--- config.mk ---
export PLATFORM = sky130hd
export DESIGN_NAME = echo_ctrl
export DESIGN_NICKNAME = d
export VERILOG_FILES = /design/src/rtl/echo_pkg.sv /design/src/rtl/echo_mac.sv /design/src/rtl/echo_ctrl.sv
export SDC_FILE = /design/constraint.sdc
export NUM_CORES = 1
export LEC_CHECK = 0
export BUFFER_PORTS_ARGS = -buffer_cell sky130_fd_sc_hd__clkbuf_2
export CAP_MARGIN = 40
export CELL_PAD_IN_SITES_DETAIL_PLACEMENT = 1
export CELL_PAD_IN_SITES_GLOBAL_PLACEMENT = 2
export CORE_ASPECT_RATIO = 1.25
export CORE_MARGIN = 5
export CORE_UTILIZATION = 41
export CTS_CLUSTER_SIZE = 20
export DETAILED_ROUTE_END_ITERATION = 8
export GPL_TIMING_DRIVEN = 1
export PLACE_DENSITY_LB_ADDON = 0.1
export SYNTH_ARGS = -nofsm -noshare
export SYNTH_HDL_FRONTEND = slang
export SYNTH_HIERARCHICAL = 1
export SYNTH_SLANG_ARGS = --single-unit
--- constraint.sdc ---
create_clock -name clk -period 19.4 [get_ports clk]
set_input_delay 0.97 -clock clk [delete_from_list [all_inputs] [get_ports clk]]
set_output_delay 0.97 -clock clk [all_outputs]
set_load 0.01 [all_outputs]
--- src/rtl/echo_pkg.sv ---
// Shared definitions for the echo delay-line controller: default sizes, FSM states
// and the saturating clamp used by the multiply-accumulate datapath.
package echo_pkg;

    localparam int unsigned T_DEF  = 20000;
    localparam int unsigned B_DEF  = 15;
    localparam int unsigned DW_DEF = 24;

    typedef enum logic [2:0] {
        StClear,
        StIdle,
        StRd,
        StCalc,
        StWr
    } state_e;

    // Clamp v to the signed range of a w-bit word; caller truncates to w bits.
    function automatic logic signed [63:0] saturate(input logic signed [63:0] v,
                                                    input int unsigned        w);
        logic signed [63:0] hi;
        logic signed [63:0] lo;
        hi = (64'sd1 <<< (w - 1)) - 64'sd1;
        lo = -(64'sd1 <<< (w - 1));
        if (v > hi) begin
            return hi;
        end else if (v < lo) begin
            return lo;
        end
        return v;
    endfunction

endpackage

--- src/rtl/echo_mac.sv ---
// Computes sat(x + floor(wet * gain / 256)) with an unsigned 8-bit gain.
module echo_mac
    import echo_pkg::*;
#(
    parameter int unsigned DW = DW_DEF
) (
    input  logic signed [DW-1:0] x_i,
    input  logic signed [DW-1:0] wet_i,
    input  logic [7:0]           gain_i,
    output logic signed [DW-1:0] y_o
);

    logic signed [DW+8:0] wet_ext;
    logic signed [DW+8:0] gain_ext;
    logic signed [DW+8:0] prod;
    logic signed [DW+8:0] scaled;
    logic signed [DW+9:0] sum;

    always_comb begin
        wet_ext  = {{9{wet_i[DW-1]}}, wet_i};
        gain_ext = {{(DW + 1){1'b0}}, gain_i};
        prod     = wet_ext * gain_ext;
        // Arithmetic shift gives floor division for negative products.
        scaled   = prod >>> 8;
        sum      = {{10{x_i[DW-1]}}, x_i} + {scaled[DW+8], scaled};
        y_o      = DW'(saturate({{(54 - DW){sum[DW+9]}}, sum}, DW));
    end

endmodule

--- src/rtl/echo_ctrl.sv ---
// Echo controller: sequences one delay-line read, feedback/mix arithmetic and one
// write per accepted sample, and sweeps the line to zero after reset or on request.
module echo_ctrl
    import echo_pkg::*;
#(
    parameter int unsigned T  = T_DEF,
    parameter int unsigned B  = B_DEF,
    parameter int unsigned DW = DW_DEF
) (
    input  logic                 clk,
    input  logic                 rst_n,
    input  logic                 sample_valid,
    input  logic signed [DW-1:0] sample_in,
    input  logic [B-1:0]         delay_len,
    input  logic [7:0]           fb_gain,
    input  logic [7:0]           mix_gain,
    input  logic                 clear_req,
    output logic                 bram_we,
    output logic [B-1:0]         bram_addr1,
    output logic [B-1:0]         bram_addr2,
    output logic [31:0]          bram_di,
    input  logic [31:0]          bram_do2,
    output logic signed [DW-1:0] sample_out,
    output logic                 out_valid,
    output logic                 busy,
    output logic                 overrun
);

    localparam logic [B:0]   TW  = (B + 1)'(T);
    localparam logic [B-1:0] TM1 = B'(T - 1);

    state_e               state_q, state_d;
    logic [B:0]           clr_cnt_q, clr_cnt_d;
    logic [B-1:0]         wr_ptr_q, wr_ptr_d;
    logic signed [DW-1:0] x_q, x_d;
    logic [7:0]           fbg_q, fbg_d;
    logic [7:0]           mixg_q, mixg_d;
    logic                 we_q, we_d;
    logic [B-1:0]         addr1_q, addr1_d;
    logic [B-1:0]         addr2_q, addr2_d;
    logic [31:0]          di_q, di_d;
    logic signed [DW-1:0] out_q, out_d;
    logic                 ov_q, ov_d;
    logic                 overrun_q, overrun_d;

    logic [B-1:0]         d_eff;
    logic [B-1:0]         rd_addr;
    logic signed [DW-1:0] wet;
    logic signed [DW-1:0] fb_val;
    logic signed [DW-1:0] mix_val;

    assign wet = $signed(bram_do2[DW-1:0]);

    if (DW < 32) begin : g_unused_do2
        logic unused_do2;
        assign unused_do2 = ^bram_do2[31:DW];
    end

    echo_mac #(.DW(DW)) u_fb_mac (
        .x_i    (x_q),
        .wet_i  (wet),
        .gain_i (fbg_q),
        .y_o    (fb_val)
    );

    echo_mac #(.DW(DW)) u_mix_mac (
        .x_i    (x_q),
        .wet_i  (wet),
        .gain_i (mixg_q),
        .y_o    (mix_val)
    );

    always_comb begin
        if (delay_len == '0) begin
            d_eff = B'(1);
        end else if ({1'b0, delay_len} >= TW) begin
            d_eff = TM1;
        end else begin
            d_eff = delay_len;
        end
        if (wr_ptr_q >= d_eff) begin
            rd_addr = wr_ptr_q - d_eff;
        end else begin
            rd_addr = B'(({1'b0, wr_ptr_q} + TW) - {1'b0, d_eff});
        end
    end

    always_comb begin
        state_d   = state_q;
        clr_cnt_d = clr_cnt_q;
        wr_ptr_d  = wr_ptr_q;
        x_d       = x_q;
        fbg_d     = fbg_q;
        mixg_d    = mixg_q;
        we_d      = 1'b0;
        addr1_d   = addr1_q;
        addr2_d   = addr2_q;
        di_d      = di_q;
        out_d     = out_q;
        ov_d      = 1'b0;
        // Dropped strobe: anything but a plain accept from IDLE.
        overrun_d = sample_valid && ((state_q != StIdle) || clear_req);

        unique case (state_q)
            StClear: begin
                if (clr_cnt_q == TW) begin
                    state_d  = StIdle;
                    wr_ptr_d = '0;
                end else begin
                    we_d      = 1'b1;
                    addr1_d   = clr_cnt_q[B-1:0];
                    di_d      = '0;
                    clr_cnt_d = clr_cnt_q + (B + 1)'(1);
                end
            end
            StIdle: begin
                if (clear_req) begin
                    state_d   = StClear;
                    clr_cnt_d = '0;
                end else if (sample_valid) begin
                    state_d = StRd;
                    x_d     = sample_in;
                    fbg_d   = fb_gain;
                    mixg_d  = mix_gain;
                    addr2_d = rd_addr;
                end
            end
            StRd: begin
                state_d = StCalc;
            end
            StCalc: begin
                state_d = StWr;
                we_d    = 1'b1;
                addr1_d = wr_ptr_q;
                di_d    = 32'(fb_val);
                out_d   = mix_val;
                ov_d    = 1'b1;
            end
            StWr: begin
                state_d  = StIdle;
                wr_ptr_d = (wr_ptr_q == TM1) ? '0 : wr_ptr_q + B'(1);
            end
            default: begin
                state_d = StClear;
            end
        endcase
    end

    always_ff @(posedge clk) begin
        if (!rst_n) begin
            state_q   <= StClear;
            clr_cnt_q <= '0;
            wr_ptr_q  <= '0;
            x_q       <= '0;
            fbg_q     <= '0;
            mixg_q    <= '0;
            we_q      <= 1'b0;
            addr1_q   <= '0;
            addr2_q   <= '0;
            di_q      <= '0;
            out_q     <= '0;
            ov_q      <= 1'b0;
            overrun_q <= 1'b0;
        end else begin
            state_q   <= state_d;
            clr_cnt_q <= clr_cnt_d;
            wr_ptr_q  <= wr_ptr_d;
            x_q       <= x_d;
            fbg_q     <= fbg_d;
            mixg_q    <= mixg_d;
            we_q      <= we_d;
            addr1_q   <= addr1_d;
            addr2_q   <= addr2_d;
            di_q      <= di_d;
            out_q     <= out_d;
            ov_q      <= ov_d;
            overrun_q <= overrun_d;
        end
    end

    assign bram_we    = we_q;
    assign bram_addr1 = addr1_q;
    assign bram_addr2 = addr2_q;
    assign bram_di    = di_q;
    assign sample_out = out_q;
    assign out_valid  = ov_q;
    assign overrun    = overrun_q;
    assign busy       = (state_q != StIdle);

endmodule

# Word level (Yosys, flattened, before mapping)
# Cells that the tools add are included.
op_classes:
  add_sub_neg: 7
  mul: 2
  order_cmp: 6
  eq_ne: 11
  n_mux: 30
  bitwise: 1
  n_reduce_logical: 12
ops:
  columns: ["cell", "n"]
  rows:
  - ["$mux W24", 6]
  - ["$mux W15", 6]
  - ["$mul A24 B9 Y33", 2]
  - ["$pmux W32 S2", 1]
  - ["$pmux W15 S2", 2]
  - ["$add A24 B25 Y26", 2]
  - ["$gt A26 B24 Y1 const B", 2]
  - ["$lt A26 B24 Y1 const B", 2]
  - ["$mux W16", 2]
  - ["$mux W32", 1]
  - ["$pmux W16 S2", 1]
  - ["$sub A15 B15 Y15", 2]
  - ["$add A16 B1 Y16 const B", 1]
  - ["$eq A16 B15 Y1 const B", 1]
  - ["$add A15 B1 Y15 const B", 1]
  - ["$add A15 B15 Y15 const B", 1]
  - ["$eq A15 B15 Y1 const B", 1]
  - ["$ge A15 B15 Y1", 1]
  - ["$ge A15 B15 Y1 const B", 1]
  - ["$logic_not A15 Y1", 1]
  - ["$pmux W3 S5", 1]
  - ["$mux W3", 3]
  - ["$eq A3 B2 Y1 const B", 2]
  - ["$mux W1", 6]
  - ["other kinds (13)", 20]
word_totals:
  regBits: 163
  inputBits: 91
  output_inout_bits: 90
  elab_cells: 82

# Logic depth before layout (Yosys ltp)
# Gate-level depths: netlist of run 1.
logic_depth:
  ltp_word: 7
  depth_mapped: 32
  ltp_nobuf: 29

# Cells and area by module
# Netlist of run 1, hierarchy kept.
by_module_without_submodules:
  columns: ["module", "n_inst", "cells_each", "area_per_inst_um2", "seq_area_each_um2"]
  rows:
  - ["echo_mac at u_fb_mac", 1, 974, 8061.5, 0.0]
  - ["echo_mac at u_mix_mac", 1, 958, 7985.2, 0.0]
  - ["echo_ctrl", 1, 940, 7719.9, 3103.0]

# Worst setup path before layout of run 1
# OpenSTA, ideal clock, no wires.
synth_timing:
  path_kind: "input -> register"
  from: "input bram_do2[5]"
  to: "register di_q[17] (netlist: bram_di[17])"
  setup_time_ns: 0.117
  t_arrival_ns: 7.551
  t_required_ns: 19.283
  path_slack_ns: 11.732
  cell_stages: 29
  n_path_buf: 2
  path_cell_list: "nand2_1 fa_1 inv_1 fa_1 inv_1 fa_1 inv_1 fa_1 ha_1 nand2_1 or4b_1 a211oi_1 o21ai_1 o2111ai_1 a2111oi_0 o31ai_1 xor2_1 ha_1 clkbuf_1 a21o_1 a21o_1 a221oi_1 o2111ai_1 o221ai_1 nand2_2 nor4_4 buf_6 o31ai_1 a22o_1"
synth_between:
  elab_chain_len: 7
  word_cells_on_any_way: 9
  cone_classes: "add/sub: 1; mul: 1; order compare: 2; mux: 5"
synth_rtl:
  columns: ["element", "line", "rtl"]
  rows:
  - ["start: declaration", "echo_ctrl.sv:22", "input logic [31:0] bram_do2,"]
  - ["$mul A24 B9 Y33 (*)", "echo_mac.sv:22", "prod = wet_ext * gain_ext;"]
  - ["$add A24 B25 Y26 (*)", "echo_mac.sv:25", "sum = {{10{x_i[DW-1]}}, x_i} + {scaled[DW+8], scaled};"]
  - ["$lt A26 B24 Y1", "echo_pkg.sv:26", "end else if (v < lo) begin"]
  - ["$mux W1", "echo_pkg.sv:26", null]
  - ["$mux W1", "echo_pkg.sv:24", "if (v > hi) begin"]
  - ["$mux W24 (*)", "echo_pkg.sv:29", "return v;"]
  - ["net fb_val[17]", "echo_ctrl.sv:49", "logic signed [DW-1:0] fb_val;"]
  - ["$pmux W32 S2 (*)", "echo_ctrl.sv:104", "unique case (state_q)"]
  - ["end signal: assignment", "echo_ctrl.sv:174", "di_q <= di_d;"]
  - ["end: declaration", "echo_ctrl.sv:41", "logic [31:0] di_q, di_d;"]
# The timed path passes the listed nets; every way through them passes the cells marked *.
# A chain may end at the register's enable or synchronous reset.

# Worst setup path after layout of run 1
layout_timing:
  from: "input bram_do2[5]"
  to: "register di_q[18] (netlist: bram_di[18])"
# The elaborated chain is that of the path after synthesis.

==> results_dict.tcl, run 1 <==
set metrics [dict create \
    rsz0062_at_grt "false" \
    area_growth_syn_to_layout_pct 9.58 \
    num_vias 20200 \
    path_clk_slew_ns 0.07 \
    diodes 0 \
    die_area_um2 62900 \
    seq_area_frac_synth 0.131 \
    clock_skew_ns 0.0208 \
    holdCritPathClass "reg -> reg" \
    antenna_found_initial 1 \
    p_switching_mw 0.234 \
    synth_largest_area_cell "fa_1" \
    die_height_um 279 \
    internal_power_mw 0.529 \
    synthCells 2872 \
    numCtsBuffers 17 \
    drt-initial-drc-count 748 \
    drv_cap 0 \
    gp_congestion 0.883 \
    cpMaxStageDelayCell "nor4_4" \
    slew_headroom 0.385 \
    synth_top_area_share 0.262 \
    core_um2 57400 \
    synth_area_leaders "fa_1 (26%), dfxtp_1 (13%), ha_1 (11%), inv_1 (7.3%), and2_1 (6.3%)" \
    syn_avg_cell_area_um2 8.28 \
    die_w_um 225 \
    leakagePower_nw 13.1 \
    grt_max_degree 72 \
    synth_top_cells_by_count "inv_1 (465), nand2_1 (366), fa_1 (311)" \
    drive_gt1_frac 0.0956 \
    p_seq_frac 0.419 \
    violations "DRC" \
    clk_path_buf_depth 2 \
    cts.repair.resized 0 \
    cellPowerDensity_nw_per_um2 29.3 \
    placed_area_um2 25400 \
    route.detailed.drc 1 \
    grt_pass1_vias 22600 \
    slowest_delay_ns 0.84 \
    cts_tree "done" \
    utilization 0.454 \
    initial_utilization 0.414 \
    yosysMostFrequentCell "inv_1" \
    cts_setup_buffers 0 \
    hold_path_depth 2 \
    port_buffers 172 \
    synth_area_um2 23800 \
    crit_family "compound AO/OA/AOI/OAI gates" \
    synth_edf_count 0 \
    hpwl_mm 62.5 \
    setup_viol 0 \
    routed_via_density 5.39 \
    setup.worst_path.class "in -> reg" \
    startpoint_type "input pin" \
    timing.rr.start "fbg_q[0]" \
    slew_viol_final 0 \
    ant_nets 0 \
    postCtsHoldBufs 0 \
    hold-path-endpoint "sample_out[22]" \
    fin_crit_sh 0.461 \
    io_pins 181 \
    netSwitchingFraction 0.306 \
    reg2regPathDepth 28 \
    cts.sinks 155 \
    cp.required_ns 19.77 \
    hold_start "sample_out[22]" \
    end_kind "flop" \
    critPathArrivalTime_ns 9.32 \
    synthArstFlopShare 0 \
    r2r_slack_ns 10.58 \
    fp-row-count 98 \
    drt-wirelength-per-cell_um 20.7 \
    dr.pass1.iters 6 \
    grt_pass1_wl_mm 124 \
    yosys_most_used_dff "dfxtp_1" \
    p_clk_frac 0.491 \
    r2r-end "bram_di[18]" \
    finalSetupTns_ns 0 \
    fill_cells 6938 \
    grt_overflow 0 \
    finalCriticalPeriod_ns 8.95 \
    h-tree-depth 4 \
    irDropWorstVdd_mv 0.0678 \
    final_hold_viol_count 0 \
    status "finished, violations left" \
    synthDistinctLibCells 89 \
    crit_path_frequent_cell "fa_1" \
    worstMarginPinSlew_ns 0.922 \
    fin_nets 3595 \
    clock.fmax_mhz 112 \
    routed_wl_mm 77.6 \
    synth_warnings 6 \
    grt.total_usage 0.249 \
    design_area_um2 26000 \
    ys_seq_elements 155 \
    cts_root_buf "clkbuf_16" \
    syn_nets 3487 \
    worst-path-buf-inv 4 \
    clkLatencyLatePin_ns 0.49 \
    worstPathMaxFanout 17 \
    power_frac_comb 0.090 \
]
-- sequential cells by signal (all words and copies together) (netlist names) --
signal / cells
bram_di: 24
sample_out: 24
x_q: 24
clr_cnt_q: 16
bram_addr1: 15
bram_addr2: 15
wr_ptr_q: 15
fbg_q: 8
mixg_q: 8
state_q: 3
bram_we: 1
out_valid: 1
overrun: 1
-- power by group through the flow --
stage / Clock, mW / Sequential (mW) / Combinational [mW]
5_1_grt: 0.400 / 0.320 / 0.0750
2_1_floorplan: 0 / 0.327 / 0.0307
6_report: 0.375 / 0.320 / 0.0683
3_3_place_gp: 0 / 0.327 / 0.0669
3_5_place_dp: 0 / 0.327 / 0.0684
4_1_cts: 0.390 / 0.320 / 0.0687
-- worst min-delay path, cell delays in order (launching register included) --
cell,delay [ns]
dfxtp_1,0.32
nand2_1,0.05
a21oi_1,0.05
-- cell usage in the layout, fill, tap and decap left out, types with 14 or more instances in the layout --
cell type	Yosys	final
or3_1	17	17
a22o_1	24	24
a21o_1	40	40
o21ai_0	78	78
nand2b_1	15	15
a31oi_1	20	20
clkbuf_2	0	172
ha_1	213	213
nor2_1	119	119
a211oi_1	19	19
dfxtp_1	155	155
and3_1	20	19
and2_1	240	240
o211ai_1	14	14
inv_1	465	465
nor3_1	19	19
fa_1	311	311
nand4_1	20	20
o21ai_2	19	19
nand3_1	46	45
xnor2_1	85	85
nand2_1	366	365
buf_4	11	17
a21oi_1	196	196
o31ai_1	23	23
clkbuf_16	0	17
xor2_1	43	43
-- worst max path at each step --
stage / start / to / slack, ns / cells after the start
after floorplan: bram_do2[5] / bram_di[17] / 11.73 / 29
after global placement: bram_do2[15] / sample_out[4] / 9.91 / 27
after detailed placement: bram_do2[5] / bram_di[7] / 9.90 / 28
after CTS: bram_do2[5] / bram_di[11] / 10.44 / 28
after global routing: bram_do2[5] / bram_di[8] / 10.03 / 28
final: bram_do2[5] / bram_di[18] / 10.45 / 28
-- layer usage --
metal / share of wire / wire (um) / track usage / up-vias
li1: - / - / - / 9512
met1: 0.42 / 32500 / 0.303 / 10300
met2: 0.51 / 39900 / 0.446 / 319
met3: 0.035 / 2720 / 0.0432 / 95
met4: 0.033 / 2530 / 0.0807 / 2
met5: 0.00017 / 13 / 0 / -
-- metrics by stage --
stage	power (mW)	worst slack [ns]	instances	hold slack (ns)
finish	0.763	10.45	3743	0.467
global route	0.795	10.03	3743	0.479
CTS	0.779	10.44	3743	0.470
detailed placement	0.396	9.90	3711	0.455
global placement	0.394	9.91	3700	0.444
floorplan	0.358	11.73	2872	0.458
-- cell families after synthesis --
family | Yosys count | synth area share
flops | 155 | 0.131
xor+xnor | 128 | 0.0472
compound gates | 549 | 0.154
mux | 13 | 0.00547
fa+ha+maj | 524 | 0.374
buf+inv | 577 | 0.0950
simple gates | 926 | 0.194
-- cell type report --
cell class / count / area, um^2 / share of cell area
clock buffer: 17 / 425 / 0.0163
clock inverter: 15 / 213 / 0.00817
inverter: 467 / 1750 / 0.0673
multi-input combinational: 2140 / 18400 / 0.707
sequential: 155 / 3100 / 0.119
tap: 750 / 938 / 0.0360
timing repair buffer: 199 / 1190 / 0.0456
Power figures use the tool's default switching activity.
==> inputs of run 2 (changes only) <==
- CORE_UTILIZATION: 41 -> 38
- clock period: 19.4 -> 8.89 ns (I/O delays scaled with it)
==> results_dict.tcl, run 2 (synthesized netlist as in run 1, its figures left out) <==
set metrics [dict create \
    finalSetupTns_ns 0 \
    worst-path-buf-inv 5 \
    setup_viol 0 \
    holdCritPathClass "in -> reg" \
    clock.fmax_mhz 121 \
    cts.sinks 155 \
    fp-row-count 102 \
    core_um2 62000 \
    dr.pass1.iters 5 \
    cellPowerDensity_nw_per_um2 62.5 \
    grt_pass1_vias 22600 \
    irDropWorstVdd_mv 0.121 \
    die_w_um 234 \
    fin_crit_sh 0.927 \
    cts_root_buf "clkbuf_16" \
    hpwl_mm 63.8 \
    status "completed" \
    initial_utilization 0.383 \
    leakagePower_nw 13.2 \
    fill_cells 7532 \
    grt_overflow 0 \
    dp.cells 3811 \
    slowest_delay_ns 0.68 \
    worstMarginPinSlew_ns 0.772 \
    startpoint_type "flop" \
    grt_pass1_wl_mm 126 \
    io_pins 181 \
    clock_skew_ns 0.0158 \
    h-tree-depth 4 \
    area_growth_syn_to_layout_pct 10.3 \
    layout.cells.most_common_list "inv_1 (465), nand2_1 (365), fa_1 (311), and2_1 (240), ha_1 (213)" \
    worstPathMaxFanout 17 \
    cp.required_ns 9.27 \
    slew_headroom 0.485 \
    end_kind "flop" \
    finalCriticalPeriod_ns 8.24 \
    fin_nets 3613 \
    port_buffers 172 \
    setup.worst_path.class "reg -> reg" \
    clkLatencyLatePin_ns 0.49 \
    crit_family "compound AO/OA/AOI/OAI gates" \
    ant_nets 0 \
    stdcell_count 3843 \
    grt_max_degree 74 \
    critPathArrivalTime_ns 8.62 \
    gp_congestion 0.877 \
    die_height_um 290 \
    final_hold_viol_count 0 \
    diodes 0 \
    placed_area_um2 25600 \
    antenna_found_initial 3 \
    clk_path_buf_depth 2 \
    design_area_um2 26200 \
    drv_cap 0 \
    numCtsBuffers 17 \
    routed_via_density 5.27 \
    postCtsHoldBufs 0 \
    num_vias 20300 \
    routed_wl_mm 78.4 \
    drive_gt1_frac 0.101 \
    slew_viol_final 0 \
    path_clk_slew_ns 0.08 \
    cts_tree "done" \
    rsz0062_at_grt "false" \
    cts_setup_buffers 0 \
    drt-wirelength-per-cell_um 20.4 \
    die_area_um2 67700 \
    drt-initial-drc-count 684 \
    cpMaxStageDelayCell "or4b_1" \
    grt.total_usage 0.236 \
    route.detailed.drc 0 \
    layout_commonest_cell "inv_1" \
]
## run 2: changes by cell type in the layout (fill, tap and decap cells not counted), sizes merged
cell and change:
buf +18, inv -2, clkinvlp +1, clkinv +2, bufinv -1
## run 2: final cells by class
cell class	instances	area [um^2]	share of cell area
clock buffer	17	425	0.0162
clock inverter	15	198	0.00754
multi-input combinational	2140	18400	0.703
sequential	155	3100	0.118
tap	832	1040	0.0397
timing repair buffer	217	1280	0.0488
inverter	467	1750	0.0668
## run 2: repair_timing
action	4_1_cts	5_1_grt
gates resized for setup	0	1
endpoints found under the setup margin	0	23
endpoints found under the hold margin	0	0
## run 2: stage by stage
stage                     setup slack (ns)  total power [mW]   util  hold slack [ns]
after CTS                            0.340              1.67  0.423            0.140
after detailed placement             0.381             0.867  0.413            0.449
after floorplan                       1.49             0.782      -            0.458
after global placement               0.510             0.863  0.411            0.441
after global routing                0.0339              1.70  0.423            0.169
final                                0.650              1.64  0.423            0.178
## run 2: power by group
part,internal (mW),leakage (nW),switching [mW],total [mW]
combinational,0.0482,11.7,0.103,0.151
clock,0.385,0.297,0.406,0.790
sequential,0.696,1.25,0.00207,0.698
## run 2: worst reg2reg max path, delay by kind of cell, from the launching register on
family                     cells  cell delay (ns)
AOI/OAI and AO/OA             12             2.85
adders and majority gates      6             2.43
and+or+nand+nor                5             1.33
buffers and inverters          5             0.72
DFF                            1             0.58
xor gates and xnor gates       1             0.23
## run 2: per-layer routing
layer / track usage / vias to the layer above / part of all wire
li1: - / 9555 / -
met1: 0.291 / 10300 / 0.42
met2: 0.429 / 295 / 0.52
met3: 0.0318 / 103 / 0.030
met4: 0.0679 / 2 / 0.028
met5: 0 / - / 0.00014
## run 2: path summary, 6_finish.rpt
kind                               startpoint            end  slack [ns]  cells after the start
worst max-delay path                 fbg_q[1]    bram_di[18]        0.65                     29
worst min-delay path               fb_gain[1]       fbg_q[1]        0.18                      3
worst min register to register  sample_out[7]  sample_out[7]        0.46                      2
worst max register to register       fbg_q[1]    bram_di[18]        0.65                     29
